==> config.mk <==
export PLATFORM = sky130hd
export DESIGN_NAME = counter_arbiter
export DESIGN_NICKNAME = d
export VERILOG_FILES = /design/src/rtl/counter_arbiter.sv
export SDC_FILE = /design/constraint.sdc
export NUM_CORES = 1
export LEC_CHECK = 0
export BUFFER_PORTS_ARGS = -buffer_cell sky130_fd_sc_hd__buf_2
export CAP_MARGIN = 20
export CORE_MARGIN = 2
export CORE_UTILIZATION = 25
export DETAILED_ROUTE_END_ITERATION = 7
export GPL_TIMING_DRIVEN = 0
export SLEW_MARGIN = 20
export SYNTH_ARGS = -nofsm -noshare
export SYNTH_HDL_FRONTEND = slang
export SYNTH_SLANG_ARGS = --single-unit
==> constraint.sdc <==
create_clock -name clk -period 1.8 [get_ports clk]
set_input_delay 0.18 -clock clk [delete_from_list [all_inputs] [get_ports clk]]
set_output_delay 0.18 -clock clk [all_outputs]
set_load 0.05 [all_outputs]
==> src/rtl/counter_arbiter.sv <==
// ---------------------------------------------------------------------------
// counter_arbiter
//
// Round-robin scheduler that lends one shared N-bit counter to R requesters.
// A requester raises req[i] with its tick count on delay[i*N +: N]; the
// arbiter grants it the counter, programs cnt_max with the latched delay,
// runs the counter until cnt_at_max, then pulses done[i] for one cycle.
// The arbiter is the only driver of the counter's control inputs.
//
// Ports:
//   clk         rising-edge clock
//   nrst        asynchronous active-low reset
//   req[R]      request lines, held high until done[i] or withdrawn
//   delay[R*N]  packed per-requester tick counts
//   grant[R]    one-hot owner of the counter (RUN only)
//   done[R]     one-cycle completion pulse
//   busy        high whenever the arbiter is not idle
//   cnt_enable  counter enable
//   cnt_clear   counter clear (parks the counter at 0 outside RUN)
//   cnt_wrap    counter wrap, tied low so the counter holds at max
//   cnt_max     counter max, the latched delay of the granted requester
//   cnt_at_max  counter at_max flag
// ---------------------------------------------------------------------------
module counter_arbiter #(
    parameter int N = 4,
    parameter int R = 4
) (
    input  logic             clk,
    input  logic             nrst,
    input  logic [R-1:0]     req,
    input  logic [R*N-1:0]   delay,
    output logic [R-1:0]     grant,
    output logic [R-1:0]     done,
    output logic             busy,
    output logic             cnt_enable,
    output logic             cnt_clear,
    output logic             cnt_wrap,
    output logic [N-1:0]     cnt_max,
    input  logic             cnt_at_max
);

    localparam int IW = (R > 1) ? $clog2(R) : 1;

    typedef enum logic [1:0] {
        IDLE,
        RUN,
        DONE
    } state_t;

    state_t          state;
    logic [IW-1:0]   idx;
    logic [IW-1:0]   rr_ptr;
    logic [N-1:0]    max_q;

    logic [IW-1:0]   idx_next;
    logic [IW-1:0]   cand;
    logic [IW-1:0]   pick_idx;
    logic            pick_valid;
    logic [N-1:0]    delay_arr [R];

    // Index addition modulo R; works for R that is not a power of two.
    function automatic logic [IW-1:0] wrap_add(input logic [IW-1:0] base,
                                               input int off);
        logic [IW:0] sum;
        sum = {1'b0, base} + (IW+1)'(off);
        if (sum >= (IW+1)'(R))
            sum = sum - (IW+1)'(R);
        return sum[IW-1:0];
    endfunction

    always_comb begin
        for (int i = 0; i < R; i++)
            delay_arr[i] = delay[i*N +: N];
    end

    assign idx_next = wrap_add(idx, 1);

    // Walk the offsets from the far end back towards rr_ptr so the last
    // assignment made is the set bit closest to rr_ptr.
    always_comb begin
        pick_valid = 1'b0;
        pick_idx   = '0;
        cand       = '0;
        for (int i = R - 1; i >= 0; i--) begin
            cand = wrap_add(rr_ptr, i);
            if (req[cand]) begin
                pick_valid = 1'b1;
                pick_idx   = cand;
            end
        end
    end

    // Controller. delay is sampled only in the IDLE cycle that issues the
    // grant; later changes on the delay bus never reach cnt_max. Both exits
    // from a transfer (abort and completion) advance rr_ptr past the owner.
    always_ff @(posedge clk or negedge nrst) begin
        if (!nrst) begin
            state  <= IDLE;
            idx    <= '0;
            rr_ptr <= '0;
            max_q  <= '0;
        end else begin
            case (state)
                IDLE: begin
                    if (pick_valid) begin
                        idx   <= pick_idx;
                        max_q <= delay_arr[pick_idx];
                        state <= RUN;
                    end
                end
                RUN: begin
                    if (!req[idx]) begin
                        state  <= IDLE;
                        rr_ptr <= idx_next;
                    end else if (cnt_at_max) begin
                        state <= DONE;
                    end
                end
                DONE: begin
                    state  <= IDLE;
                    rr_ptr <= idx_next;
                end
                default: state <= IDLE;
            endcase
        end
    end

    // Outputs decode only from registered state, so nothing on req, delay
    // or cnt_at_max can ripple through to them in the same cycle.
    always_comb begin
        grant = '0;
        done  = '0;
        if (state == RUN)
            grant[idx] = 1'b1;
        if (state == DONE)
            done[idx] = 1'b1;
    end

    assign busy       = (state != IDLE);
    assign cnt_enable = (state == RUN);
    assign cnt_clear  = (state != RUN);
    assign cnt_wrap   = 1'b0;
    assign cnt_max    = max_q;

endmodule

==> flow_summary_export.csv <==
group,metric,value,unit
global_route,grt_usage,12.1,%
floorplan,die_y,59.9,µm
finish,regArea,251,µm²
logic_synthesis,ys_warn_count,0,
finish,n_fill_cell,327,
placed_design,preCtsSetupSlack,-0.0183,ns
detailed_routing,wl_met2,1110,µm
critical_path,critical-path-top-delay-family,"multiplexers",
logic_synthesis,ys_seq_elements,10,
logic_synthesis,synthFlopType,"dfrtp_1",
cts,root_buffer,"clkbuf_4",
timing,setup_slack,0.106,ns
logic_synthesis,netlist_area,782,µm²
timing,slew_headroom,64.4,%
timing,grt_setup_unrepaired,"no",
timing,min_period,1.69,ns
timing,hold_viol,0,
finish,fin_cells,161,
critical_path,crit_path_max_fanout,6,
detailed_routing,drtAntennaViolNets,0,
critical_path,arrival,1.85,ns
timing,whs,0.111,ns
pwr,power_density,1900,mW/mm²
logic_synthesis,synth_edf_count,0,
detailed_routing,route.detailed.drc,0,
detailed_routing,m1WireLength,826,µm
detailed_routing,wl_per_cell,12.7,µm
cts,cts_buffers,3,
global_route,antenna_found_initial,0,
detailed_routing,via_per_inst,4.90,
timing,finalMaxSlewViolations,0,
critical_path,cp.depth,3,
critical_path,required,1.95,ns
timing,skew,0.000198,ns
critical_path,worstReg2RegStart,"idx[0]",
hold_path,min_from,"cnt_at_max",
cts,post_cts_buffers,0,
floorplan,core_area,0.00300,mm²
detailed_routing,top_layer_used,"met4",
timing,finalSetupViolations,0,
critical_path,path_cells,"mux4_1 -> o21bai_2 -> mux2_2",
timing,max_freq,590,MHz
finish,fin_nets,156,
detailed_routing,routed-wl-met3,62,µm
floorplan,dieArea,0.00359,mm²
cts,clockBufferDepth,2,
critical_path,r2r_end,"rr_ptr[1]",
global_route,grt_pass1_wl,3260,µm
cts,clock-sinks,10,
floorplan,num_io_pins,39,
pwr,power,0.00202,W
logic_synthesis,synth-async-reset-ratio,100,%
global_route,overflow,0,
floorplan,initial_utilization,26.0,%
pwr,ir_drop,0.000318,V
logic_synthesis,yosysUniqueCellTypes,31,
critical_path,endpoint_kind,"flop",
critical_path,startpoint,"idx[0]",
finish,syn2layout_area_growth,36.5,%
critical_path,crit_type,"flop to flop",
cts,path_clk_slew,0.07,ns
timing,finalCritPeriodShare,94.1,%
placed_design,gp_congestion,0.715,
finish,layout-drive-gt1-share,41.4,%
run,drv_cap,0,
critical_path,cp_slowest_stage_delay,0.61,ns
detailed_routing,dr.pass1.iters,4,
global_route,grt_max_degree,11,
logic_synthesis,avgSynthCellArea,9.09,µm²
detailed_routing,drt-total-wl,2040,µm
logic_synthesis,netlist_instances,86,
detailed_routing,num_vias,789,
pwr,p_leak,0.552,nW
critical_path,endpoint,"rr_ptr[1]",
cts,cts_max_level,1,
detailed_routing,first_iter_violations,20,
critical_path,ff2ff_path_depth,3,
status,outcome,"completed",
floorplan,die_w,59.9,µm
critical_path,reg2reg_slack,0.11,ns
global_route,grt_pass1_vias,762,
finish,diodes,0,
logic_synthesis,synth_nets,113,
hold_path,hold_path_class,"input port to flop",
placed_design,portBuffers,37,
floorplan,rows,20,
cts,clk-insertion-delay-late,0.26,ns
cts,cts_tree,"built",
critical_path,worst-path-buf-inv,0,
logic_synthesis,seq_area_frac_synth,32.0,%
finish,multi_input_area,509,µm²
timing,tightest_slew,0.529,ns
placed_design,dp_hpwl,1640,µm
critical_path,cp_slowest_cell,"mux4_1",
critical_path,cp-start-kind,"flop",
placed_design,dpl.cell_count,156,
layout make-up:
cell class                      count  share of cell area, %
Tap cell                           33                   3.87
Timing Repair Buffer               38                   18.3
Multi-Input combinational cell     70                   47.7
Clock buffer                        4                   3.40
Buffer                              2                   1.76
Inverter                            4                   1.41
Sequential cell                    10                   23.6
cell usage after synthesis (3+ instances only):
master | instances | share of area (%)
nand2_1 | 3 | 1.4
and3_1 | 4 | 3.2
and2_1 | 8 | 6.4
inv_1 | 4 | 1.9
o22ai_1 | 4 | 3.2
mux2i_1 | 4 | 5.1
ha_1 | 4 | 6.4
nand3_1 | 4 | 2.6
dfrtp_1 | 10 | 32
o21ai_0 | 7 | 4.5
o21ai_1 | 4 | 2.6
nor2_1 | 6 | 2.9
nor2b_1 | 4 | 3.2
state kept, by name, summed over array words and instances (netlist names):
name / flops
cnt_max: 4
idx: 2
rr_ptr: 2
state: 2
worst min-delay path by stage:
stage | to | depth (start not counted)
5_1_grt | state[0] | 2
4_1_cts | state[0] | 2
3_3_place_gp | cnt_max[1] | 1
6_report | state[0] | 2
3_5_place_dp | cnt_max[3] | 1
2_1_floorplan | cnt_max[0] | 0
kinds of logic (layout without fill, tap and decap cells):
kind of cell / after synthesis / in the layout / share of synthesized area, %
multiplexers: 6 / 6 / 9.92
other: 1 / 1 / 0.480
buffers and inverters: 6 / 48 / 4.32
AND/OR/NAND/NOR: 39 / 39 / 29.8
adder cells (fa/ha/maj): 4 / 4 / 6.40
flip-flops: 10 / 10 / 32.0
AO/OA/AOI/OAI: 20 / 20 / 17.1
per-stage QoR:
stage / util [%] / setup TNS [ns] / instance area, µm²
after floorplan: - / -0.0389 / 790
after global routing: 35.5 / 0 / 1070
after detailed placement: 33.8 / -0.0183 / 1020
after global placement: 33.8 / -0.0000469 / 1020
after CTS: 35.5 / 0 / 1070
final: 35.5 / 0 / 1070
worst reg2reg max path: cells and delay by family (launching register included):
| family | cells | cell delay, ns |
|---|---|---|
| compound gates | 1 | 0.20 |
| mux | 2 | 0.97 |
| flops | 1 | 0.42 |
power breakdown:
group	total, W	switching (W)	leakage, nW	internal (W)
clock	0.000202	0.0000791	0.0210	0.000123
sequential	0.000459	0.000117	0.118	0.000342
combinational	0.00136	0.000904	0.413	0.000460
layer usage:
metal,up-vias,GRT usage [%]
li1,393,-
met1,361,13.2
met5,-,0
met3,4,0.649
met4,0,6.67
met2,31,23.0
what timing repair did:
item                       CTS  global route
gates cloned                 0             0
hold buffers                 1             0
setup endpoints to repair    1             1
gates resized for setup      1             1
hold endpoints to repair    10             0
placed cells by master (no fill, tap or decap), types with 6 or more instances in the layout:
cell type | netlist | final
and2_1 | 8 | 8
buf_2 | 0 | 37
dfrtp_1 | 10 | 9
nor2_1 | 6 | 6
o21ai_0 | 7 | 7
(Power assumes the default switching activity.)
